<file path="config.mk">
export PLATFORM = sky130hd
export DESIGN_NAME = pipe_ctrl_flat
export DESIGN_NICKNAME = d
export VERILOG_FILES = /design/src/rtl/pipe_ctrl_if.sv /design/src/rtl/pipe_ctrl.sv /design/src/flat_wrapper.sv
export SDC_FILE = /design/constraint.sdc
export NUM_CORES = 1
export LEC_CHECK = 0
export CAP_MARGIN = 20
export CORE_ASPECT_RATIO = 1.2
export CORE_MARGIN = 2
export CORE_UTILIZATION = 45
export CTS_CLUSTER_DIAMETER = 60
export DETAILED_ROUTE_END_ITERATION = 6
export PLACE_DENSITY = 0.81
export SLEW_MARGIN = 25
export SYNTH_ARGS = -nofsm -noshare
export SYNTH_HDL_FRONTEND = slang
export SYNTH_SLANG_ARGS = --single-unit
</file>
<file path="constraint.sdc">
create_clock -name clk_i -period 3.3 [get_ports clk_i]
set_input_delay 0.495 -clock clk_i [delete_from_list [all_inputs] [get_ports clk_i]]
set_output_delay 0.495 -clock clk_i [all_outputs]
set_load 0.005 [all_outputs]
</file>
<file path="src/rtl/pipe_ctrl_if.sv">
`default_nettype none
// ============================================================================
// pipe_ctrl_if : hazard inputs, dmem handshake and pipeline-register controls
// Rev 1.0
// ============================================================================
interface pipe_ctrl_if #(
    parameter int CNT_W = 16
);
    logic             start_i;
    logic             IDEX_MemRead_i;
    logic [4:0]       IDEX_Rt_i;
    logic [4:0]       IFID_Rs_i;
    logic [4:0]       IFID_Rt_i;
    logic             Branch_taken_i;
    logic             EXMEM_MemRead_i;
    logic             EXMEM_MemWrite_i;
    logic             dmem_ack_i;
    logic             PC_en_o;
    logic             IFID_en_o;
    logic             IDEX_en_o;
    logic             EXMEM_en_o;
    logic             MEMWB_en_o;
    logic             IFID_flush_o;
    logic             IDEX_bubble_o;
    logic             dmem_req_o;
    logic             err_o;
    logic [1:0]       state_o;
    logic [CNT_W-1:0] stall_cnt_o;

    modport slave (
        input  start_i, IDEX_MemRead_i, IDEX_Rt_i, IFID_Rs_i, IFID_Rt_i,
               Branch_taken_i, EXMEM_MemRead_i, EXMEM_MemWrite_i, dmem_ack_i,
        output PC_en_o, IFID_en_o, IDEX_en_o, EXMEM_en_o, MEMWB_en_o,
               IFID_flush_o, IDEX_bubble_o, dmem_req_o, err_o, state_o, stall_cnt_o
    );

    modport master (
        output start_i, IDEX_MemRead_i, IDEX_Rt_i, IFID_Rs_i, IFID_Rt_i,
               Branch_taken_i, EXMEM_MemRead_i, EXMEM_MemWrite_i, dmem_ack_i,
        input  PC_en_o, IFID_en_o, IDEX_en_o, EXMEM_en_o, MEMWB_en_o,
               IFID_flush_o, IDEX_bubble_o, dmem_req_o, err_o, state_o, stall_cnt_o
    );
endinterface
`default_nettype wire

</file>
<file path="src/rtl/pipe_ctrl.sv">
`default_nettype none
// ============================================================================
// pipe_ctrl : five-stage pipeline sequencer (load-use, branch flush, dmem wait)
// Rev 1.0
// ============================================================================
module pipe_ctrl #(
    parameter int MEM_TIMEOUT = 16,
    parameter int CNT_W       = 16
) (
    input  logic       clk_i,
    input  logic       rst_i,
    pipe_ctrl_if.slave bus
);
    localparam int WAIT_W = (MEM_TIMEOUT > 0) ? $clog2(MEM_TIMEOUT + 1) : 1;
    localparam logic [WAIT_W-1:0] TIMEOUT_VAL = WAIT_W'(MEM_TIMEOUT);

    typedef enum logic [1:0] {
        S_IDLE = 2'd0,
        S_RUN  = 2'd1,
        S_WAIT = 2'd2,
        S_ERR  = 2'd3
    } state_t;

    state_t            state_q, state_d;
    logic [WAIT_W-1:0] wait_q, wait_d;
    logic [CNT_W-1:0]  stall_q, stall_d;
    logic              err_q, err_d;

    logic mem_op, load_use, issue, req;
    logic pc_en, ifid_en, flush, bubble;

    assign mem_op   = bus.EXMEM_MemRead_i | bus.EXMEM_MemWrite_i;
    assign load_use = bus.IDEX_MemRead_i && (bus.IDEX_Rt_i != 5'd0) &&
                      ((bus.IDEX_Rt_i == bus.IFID_Rs_i) || (bus.IDEX_Rt_i == bus.IFID_Rt_i));

    // issue marks a cycle in which the pipe advances and hazards are resolved
    always_comb begin
        state_d = state_q;
        wait_d  = '0;
        issue   = 1'b0;
        req     = 1'b0;
        case (state_q)
            S_IDLE: begin
                if (bus.start_i) state_d = S_RUN;
            end
            S_RUN: begin
                if (mem_op && !bus.dmem_ack_i) begin
                    req     = 1'b1;
                    state_d = S_WAIT;
                    wait_d  = WAIT_W'(1);
                end else begin
                    issue = 1'b1;
                    req   = mem_op;
                end
            end
            S_WAIT: begin
                req = 1'b1;
                if (bus.dmem_ack_i) begin
                    issue   = 1'b1;
                    state_d = S_RUN;
                end else if ((MEM_TIMEOUT != 0) && (wait_q == TIMEOUT_VAL)) begin
                    state_d = S_ERR;
                end else begin
                    wait_d = wait_q + WAIT_W'(1);
                end
            end
            S_ERR: begin
                state_d = S_ERR;
            end
            default: begin
                state_d = S_IDLE;
            end
        endcase
    end

    // Load-use outranks branch: the branch operands are stale during a load-use stall
    always_comb begin
        pc_en   = issue;
        ifid_en = issue;
        flush   = 1'b0;
        bubble  = 1'b0;
        if (issue && load_use) begin
            pc_en   = 1'b0;
            ifid_en = 1'b0;
            bubble  = 1'b1;
        end else if (issue && bus.Branch_taken_i) begin
            flush = 1'b1;
        end
    end

    always_comb begin
        err_d   = err_q | (state_d == S_ERR);
        stall_d = stall_q;
        if (((state_q == S_RUN) || (state_q == S_WAIT)) && !pc_en && (stall_q != {CNT_W{1'b1}}))
            stall_d = stall_q + CNT_W'(1);
    end

    always_ff @(posedge clk_i or negedge rst_i) begin
        if (!rst_i) begin
            state_q <= S_IDLE;
            wait_q  <= '0;
            stall_q <= '0;
            err_q   <= 1'b0;
        end else begin
            state_q <= state_d;
            wait_q  <= wait_d;
            stall_q <= stall_d;
            err_q   <= err_d;
        end
    end

    assign bus.PC_en_o       = pc_en;
    assign bus.IFID_en_o     = ifid_en;
    assign bus.IDEX_en_o     = issue;
    assign bus.EXMEM_en_o    = issue;
    assign bus.MEMWB_en_o    = issue;
    assign bus.IFID_flush_o  = flush;
    assign bus.IDEX_bubble_o = bubble;
    assign bus.dmem_req_o    = req;
    assign bus.err_o         = err_q;
    assign bus.state_o       = state_q;
    assign bus.stall_cnt_o   = stall_q;
endmodule
`default_nettype wire
</file>
<file path="src/flat_wrapper.sv">
// flat-port wrapper written by rule: the top's interface ports become plain ports
module pipe_ctrl_flat 
#(
    parameter int MEM_TIMEOUT = 16,
    parameter int CNT_W       = 16
)
  (clk_i, rst_i, bus_start_i, bus_IDEX_MemRead_i, bus_IDEX_Rt_i, bus_IFID_Rs_i, bus_IFID_Rt_i, bus_Branch_taken_i, bus_EXMEM_MemRead_i, bus_EXMEM_MemWrite_i, bus_dmem_ack_i, bus_PC_en_o, bus_IFID_en_o, bus_IDEX_en_o, bus_EXMEM_en_o, bus_MEMWB_en_o, bus_IFID_flush_o, bus_IDEX_bubble_o, bus_dmem_req_o, bus_err_o, bus_state_o, bus_stall_cnt_o);
  pipe_ctrl_if #(.CNT_W(CNT_W)) bus_i ();
  input  logic clk_i;
  input  logic rst_i;
  input wire logic [$bits(bus_i.start_i)-1:0] bus_start_i;
  input wire logic [$bits(bus_i.IDEX_MemRead_i)-1:0] bus_IDEX_MemRead_i;
  input wire logic [$bits(bus_i.IDEX_Rt_i)-1:0] bus_IDEX_Rt_i;
  input wire logic [$bits(bus_i.IFID_Rs_i)-1:0] bus_IFID_Rs_i;
  input wire logic [$bits(bus_i.IFID_Rt_i)-1:0] bus_IFID_Rt_i;
  input wire logic [$bits(bus_i.Branch_taken_i)-1:0] bus_Branch_taken_i;
  input wire logic [$bits(bus_i.EXMEM_MemRead_i)-1:0] bus_EXMEM_MemRead_i;
  input wire logic [$bits(bus_i.EXMEM_MemWrite_i)-1:0] bus_EXMEM_MemWrite_i;
  input wire logic [$bits(bus_i.dmem_ack_i)-1:0] bus_dmem_ack_i;
  output wire logic [$bits(bus_i.PC_en_o)-1:0] bus_PC_en_o;
  output wire logic [$bits(bus_i.IFID_en_o)-1:0] bus_IFID_en_o;
  output wire logic [$bits(bus_i.IDEX_en_o)-1:0] bus_IDEX_en_o;
  output wire logic [$bits(bus_i.EXMEM_en_o)-1:0] bus_EXMEM_en_o;
  output wire logic [$bits(bus_i.MEMWB_en_o)-1:0] bus_MEMWB_en_o;
  output wire logic [$bits(bus_i.IFID_flush_o)-1:0] bus_IFID_flush_o;
  output wire logic [$bits(bus_i.IDEX_bubble_o)-1:0] bus_IDEX_bubble_o;
  output wire logic [$bits(bus_i.dmem_req_o)-1:0] bus_dmem_req_o;
  output wire logic [$bits(bus_i.err_o)-1:0] bus_err_o;
  output wire logic [$bits(bus_i.state_o)-1:0] bus_state_o;
  output wire logic [$bits(bus_i.stall_cnt_o)-1:0] bus_stall_cnt_o;
  assign bus_i.start_i = bus_start_i;
  assign bus_i.IDEX_MemRead_i = bus_IDEX_MemRead_i;
  assign bus_i.IDEX_Rt_i = bus_IDEX_Rt_i;
  assign bus_i.IFID_Rs_i = bus_IFID_Rs_i;
  assign bus_i.IFID_Rt_i = bus_IFID_Rt_i;
  assign bus_i.Branch_taken_i = bus_Branch_taken_i;
  assign bus_i.EXMEM_MemRead_i = bus_EXMEM_MemRead_i;
  assign bus_i.EXMEM_MemWrite_i = bus_EXMEM_MemWrite_i;
  assign bus_i.dmem_ack_i = bus_dmem_ack_i;
  assign bus_PC_en_o = bus_i.PC_en_o;
  assign bus_IFID_en_o = bus_i.IFID_en_o;
  assign bus_IDEX_en_o = bus_i.IDEX_en_o;
  assign bus_EXMEM_en_o = bus_i.EXMEM_en_o;
  assign bus_MEMWB_en_o = bus_i.MEMWB_en_o;
  assign bus_IFID_flush_o = bus_i.IFID_flush_o;
  assign bus_IDEX_bubble_o = bus_i.IDEX_bubble_o;
  assign bus_dmem_req_o = bus_i.dmem_req_o;
  assign bus_err_o = bus_i.err_o;
  assign bus_state_o = bus_i.state_o;
  assign bus_stall_cnt_o = bus_i.stall_cnt_o;
  pipe_ctrl #(.MEM_TIMEOUT(MEM_TIMEOUT), .CNT_W(CNT_W)) u_core (.clk_i(clk_i), .rst_i(rst_i), .bus(bus_i));
endmodule
</file>
# ---- Word level (Yosys, flattened, before mapping)
# Cells that the tools add are included.
dict set report totals {
  reg_bits 24
  input_bits 23
  output_inout_bits 27
}
dict set report op_classes {
  reduce_logical 13
  addsub 2
  n_mux 18
  eq_ne 8
  bitwise_logic 2
}
# op n
set ops {}
lappend ops {{$add A16 B1 Y16 const B} 1}
lappend ops {{$ne A16 B16 Y1 const B} 1}
lappend ops {{$eq A5 B5 Y1} 2}
lappend ops {{$mux W5} 2}
lappend ops {{$pmux W5 S2} 1}
lappend ops {{$mux W1} 8}
lappend ops {{$mux W2} 4}
lappend ops {{$pmux W2 S4} 1}
lappend ops {{$logic_and A1 B1 Y1} 7}
lappend ops {{$eq A2 B2 Y1 const B} 3}
lappend ops {{$add A5 B1 Y5 const B} 1}
lappend ops {{$eq A5 B5 Y1 const B} 1}
lappend ops {{$reduce_bool A5 Y1} 1}
lappend ops {{$pmux W1 S2} 2}
lappend ops {{$eq A2 B1 Y1 const B} 1}
lappend ops {{$logic_not A1 Y1} 2}
lappend ops {{$logic_not A2 Y1} 1}
lappend ops {{$logic_or A1 B1 Y1} 2}
lappend ops {{$or A1 B1 Y1} 2}

# ---- Longest topological paths before layout
dict set report depth {
  word_depth 9
  mapped_depth 11
  ltp_nobuf 10
}

# ---- Worst setup path before layout
# No wires, ideal clock.
dict set report synth_timing {
  path_kind {input to output}
  from {in bus_IDEX_Rt_i[0]}
  to {out bus_IFID_flush_o}
  slack_ps 1140
  path_buffers 0
  path_stages 5
  required_ps 2805
  arrival_ps 1665
  cell_sequence {or4_1 > o21ai_2 > inv_1 > a21oi_2 > and2_1}
}
dict set report synth_via {
  elab_chain_cells 5
}
# item line_no
set synth_lines {}
lappend synth_lines {{start, declared} flat_wrapper.sv:13} ;# input wire logic [$bits(bus_i.IDEX_Rt_i)-1:0] bus_IDEX_Rt_i;
lappend synth_lines {{$eq A5 B5 Y1 / $reduce_bool A5 Y1 (equally long branches)} {pipe_ctrl.sv:34, pipe_ctrl.sv:33}}
lappend synth_lines {{$logic_or A1 B1 Y1 / $logic_and A1 B1 Y1 (equally long branches)} {pipe_ctrl.sv:34, pipe_ctrl.sv:33}}
lappend synth_lines {{$logic_and A1 B1 Y1 *} pipe_ctrl.sv:33} ;# assign load_use = bus.IDEX_MemRead_i && (bus.IDEX_Rt_i != 5'd0) &&
lappend synth_lines {{$logic_and A1 B1 Y1 *} pipe_ctrl.sv:82} ;# if (issue && load_use) begin
lappend synth_lines {{$mux W1 *} pipe_ctrl.sv:82}
lappend synth_lines {{end, declared} flat_wrapper.sv:25} ;# output wire logic [$bits(bus_i.IFID_flush_o)-1:0] bus_IFID_flush_o;
# Every way passes the cells marked *; elsewhere a longest branch is shown, timed or not.

# ---- Final worst setup path
# Same ends and word-level chain as after synthesis.

==> impl_summary.md <==
Cells and area
For this run, the post-layout net count is 226. The finished cells cover between 0.0015 and 0.002 mm². The count of fill cells added during filler insertion is 250. The area growth from synthesis to final layout is 37.8%. The fraction of final layout cells with drive strength greater than 1 is 5.13%. 0 antenna diodes ended up in the layout. Excluding fillers, the count of instances in the completed layout stands at 231.

Logic synthesis
After synthesis the netlist holds a flip-flop and latch count of 24. The count of warnings emitted by yosys is 0. Counting every net in the synthesized netlist gives 175.

The number of library cell types mapped by synthesis is 34. The synthesized netlist occupies a cell area of 0.00143 mm². The mean area per synthesized cell is approximately 9.9 µm². The sequential area share after synthesis is about two fifths. The instance count of the mapped netlist is 145.

Worst setup path
In this design, the critical path's most frequently occurring cell is sky130_fd_sc_hd__clkdlybuf4s50_1. The worst setup path is launched from an input pin. The startpoint-to-endpoint class of the critical path is input pin to primary output. For the worst setup path, the data required time is 2.80 ns. For the worst flop-to-flop path, the logic depth is 10.

The slowest stage of the critical path belongs to the cell sky130_fd_sc_hd__or4_1. The endpoint identified for the worst register-to-register timing path is u_core.bus.stall_cnt_o[8]$_DFFE_PN0P_. The type of destination of the critical path is a primary output. The maximum fanout encountered on the critical timing path is 4. For flop-to-flop paths, the worst setup slack is 0.88 ns. The reg-to-reg critical path startpoint is u_core.bus.state_o[1]$_DFF_PN0_. At the worst endpoint, the arrival time is 2.60 ns. The signal on the critical path passes through clkdlybuf4s50_1 -> or4_1 -> o21ai_2 -> inv_1 -> a21oi_2 -> and2_1 -> clkdlybuf4s50_1.

The delay contributed by the slowest stage of the critical path is 0.56 ns.

Floorplanning
Once the floorplan was initialized, standard cells occupied 46.8% of the core. The vertical die dimension is 65.8 µm. 50 I/O pins were placed. After floorplanning, the core was sized to cover approximately 0.003 mm². In this run the horizontal extent of the chip is 55.5 µm. The floorplan row count is 22. The die covers 0.00365 mm².

Power and ir drop
The cell area power density is 615 mW/mm². Summed over all cells, the static leakage comes to 0.810 nW. The maximum VDD drop is 0.354 mV.

Place
The placer congestion estimate is 0.836. In this run, placement finished with an instance count of 227. The number of I/O port buffers is 49.

Summing all placed instances gives a cell area of 0.00194 mm². The HPWL after detailed placement is 2630 µm. OpenSTA, run right after detailed placement, puts the worst setup slack at 0.207 ns.

Clock network
Gates resized during post-CTS repair numbered 0. In this run the clock root is driven by a sky130_fd_sc_hd__clkbuf_4. The number of sinks handled by clock tree synthesis is 24. In this run the number of H-tree levels came out at 1. The later pin in the worst-skew pair is clocked with a latency of 0.32 ns. The post-CTS repair timing setup buffer count is 0. The clock passes through at most 2 buffers. Hold repair after CTS inserted 0 buffers. The TritonCTS clock tree is done. Counting the buffers created by CTS gives 3. The clock-pin slew reported for the worst setup and hold paths after clock tree synthesis is 0.13 ns.

Hold path
The worst hold path belongs to the class input pin to asynchronous set/reset pin.

Routing
The count of nets left with antenna violations once routing finished came out at 0. Dividing the detail-routed wire length by the instance count gives about 14 µm. After detailed routing, the number of remaining DRC violations is 0.

The total via count after detailed routing is 1233. The pre-antenna-repair detailed-routing pass consisted of 4 iterations. The number of design-rule violations left by the first detailed-router iteration is 43. The detailed-route vias per instance is 5.34. The total wire length after detailed routing is 3290 µm.

STA
The hold violation count in the final report came to 0. Adding up every negative setup slack in the final design gives 0 ns. Setup repair after global routing left no endpoint under its margin.

The final clock period utilization by the worst path is 93.7%. The worst pin sits at a relative slew slack of roughly two thirds. Across the routed clock network, the largest skew measured is slightly above 0.008 ns. Once routing completed, OpenROAD measured the worst setup slack at 0.208 ns. Setup violations remaining at the end of the flow were counted as 0.

The routed design could run at a clock period as short as between 3 and 4 ns. The number of pins with negative max-slew slack in the final report is 0. The achievable frequency is 0.323 GHz. The slew at the pin closest to its max-slew limit is 0.511 ns. Across all hold checks on the routed design, the worst slack comes to between 0.1 and 0.15 ns.

Global route
The global-route total usage across every layer is 19.3%. The global route total overflow is 0. The pin count of the biggest net entering global routing is 25. The number of antenna violations at the first check in global routing is 0. The via count of the first global-routing pass came to 1301. The first global-routing pass estimated 5680 µm of wire.

Job
The count of maximum capacitance violations is 0.

Outcome
The run finished with clean final reports.
==> kinds of logic (layout without fill, tap and decap cells) <==
group           after synthesis  in the layout  share of synthesized area, %
simple gates                 59             59                          22.0
xor+xnor                     28             28                          17.1
flops                        24             24                          42.0
compound gates               15             15                          7.52
buf+inv                      11             61                          4.20
fa+ha+maj                     7              7                          6.12
mux                           1              1                          1.05
==> flip-flops by register name, indices dropped and copies added (netlist names) <==
name / flops
u_core.bus.stall_cnt_o: 16
u_core.wait_q: 5
u_core.bus.err_o: 1
u_core.bus.state_o: 2
==> cell usage after synthesis (all sizes together) <==
cell type,count,share of area (%)
and3,5,2.3
o21a,2,1.0
nor2,9,2.4
nor3,7,2.4
or3b,1,0.61
or4,1,0.53
nand3b,1,0.53
o31a,1,0.61
nor2b,3,1.3
xor2,9,5.5
buf,4,2.4
nand3,9,3.1
mux2,1,1.0
nand4b,1,0.61
a21oi,2,0.96
ha,7,6.1
and2,2,0.87
dfrtp,24,42
o21ai,4,1.7
a21o,1,0.53
and4,1,0.61
o211a,1,0.70
nand4,8,3.5
nor3b,1,0.53
a22oi,1,0.53
o22ai,2,0.87
o2bb2ai,1,0.61
xnor2,19,12
inv,7,1.8
nand2,10,2.6
==> worst max-delay path, delay by kind of cell <==
kind | cells | cell delay [ns]
buf+inv | 3 | 1.05
simple gates | 2 | 0.71
compound gates | 2 | 0.34
==> final cells by class <==
class / count / area, µm² / share of cell area [%]
clock buffer: 4 / 36.3 / 1.84
sequential: 24 / 601 / 30.5
tap: 36 / 45.0 / 2.29
inverter: 7 / 26.3 / 1.33
multi-input combinational: 110 / 769 / 39.0
timing repair buffer: 50 / 493 / 25.0
==> where the power goes <==
part | internal [mW] | leakage, nW | switching (mW) | total, mW
clock network | 0.0674 | 0.0210 | 0.0873 | 0.155
registers | 0.355 | 0.295 | 0.0824 | 0.438
logic | 0.346 | 0.494 | 0.273 | 0.619
total | 0.769 | 0.810 | 0.443 | 1.21
==> how the worst max path moves through the flow <==
stage / end / slack [ns] / depth (start not counted) / start
5_1_grt: bus_IFID_flush_o / 0.08 / 7 / bus_IDEX_Rt_i[0]
6_report: bus_IFID_flush_o / 0.21 / 7 / bus_IDEX_Rt_i[0]
3_3_place_gp: bus_IFID_flush_o / 0.24 / 7 / bus_IDEX_Rt_i[0]
4_1_cts: bus_IFID_flush_o / 0.20 / 7 / bus_IDEX_Rt_i[0]
3_5_place_dp: bus_IFID_flush_o / 0.21 / 7 / bus_IDEX_Rt_i[0]
2_1_floorplan: bus_IFID_flush_o / 1.14 / 5 / bus_IDEX_Rt_i[0]
==> stage by stage <==
stage	utilization, %	power [mW]
after floorplan	-	0.796
after global placement	63.5	1.04
after detailed placement	63.5	1.06
after CTS	64.7	1.22
after global routing	64.5	1.30
final	64.5	1.21
==> cell usage in the layout, fill, tap and decap left out, types with 7 or more instances in the layout <==
| cell type | n |
|---|---|
| sky130_fd_sc_hd__clkdlybuf4s50_1 | 48 |
| sky130_fd_sc_hd__dfrtp_1 | 24 |
| sky130_fd_sc_hd__xnor2_1 | 19 |
| sky130_fd_sc_hd__nand2_1 | 10 |
| sky130_fd_sc_hd__nor2_1 | 9 |
| sky130_fd_sc_hd__nand3_1 | 9 |
| sky130_fd_sc_hd__xor2_1 | 9 |
| sky130_fd_sc_hd__nand4_1 | 8 |
| sky130_fd_sc_hd__inv_1 | 7 |
| sky130_fd_sc_hd__nor3_1 | 7 |
| sky130_fd_sc_hd__ha_1 | 7 |
==> routing by layer <==
layer	up-vias	track usage [%]	routed length, µm
met5	-	0	0
li1	603	-	-
met3	5	2.56	122
met1	591	23.0	1400
met2	34	36.8	1740
met4	0	4.27	32
(Power assumes the default switching activity.)
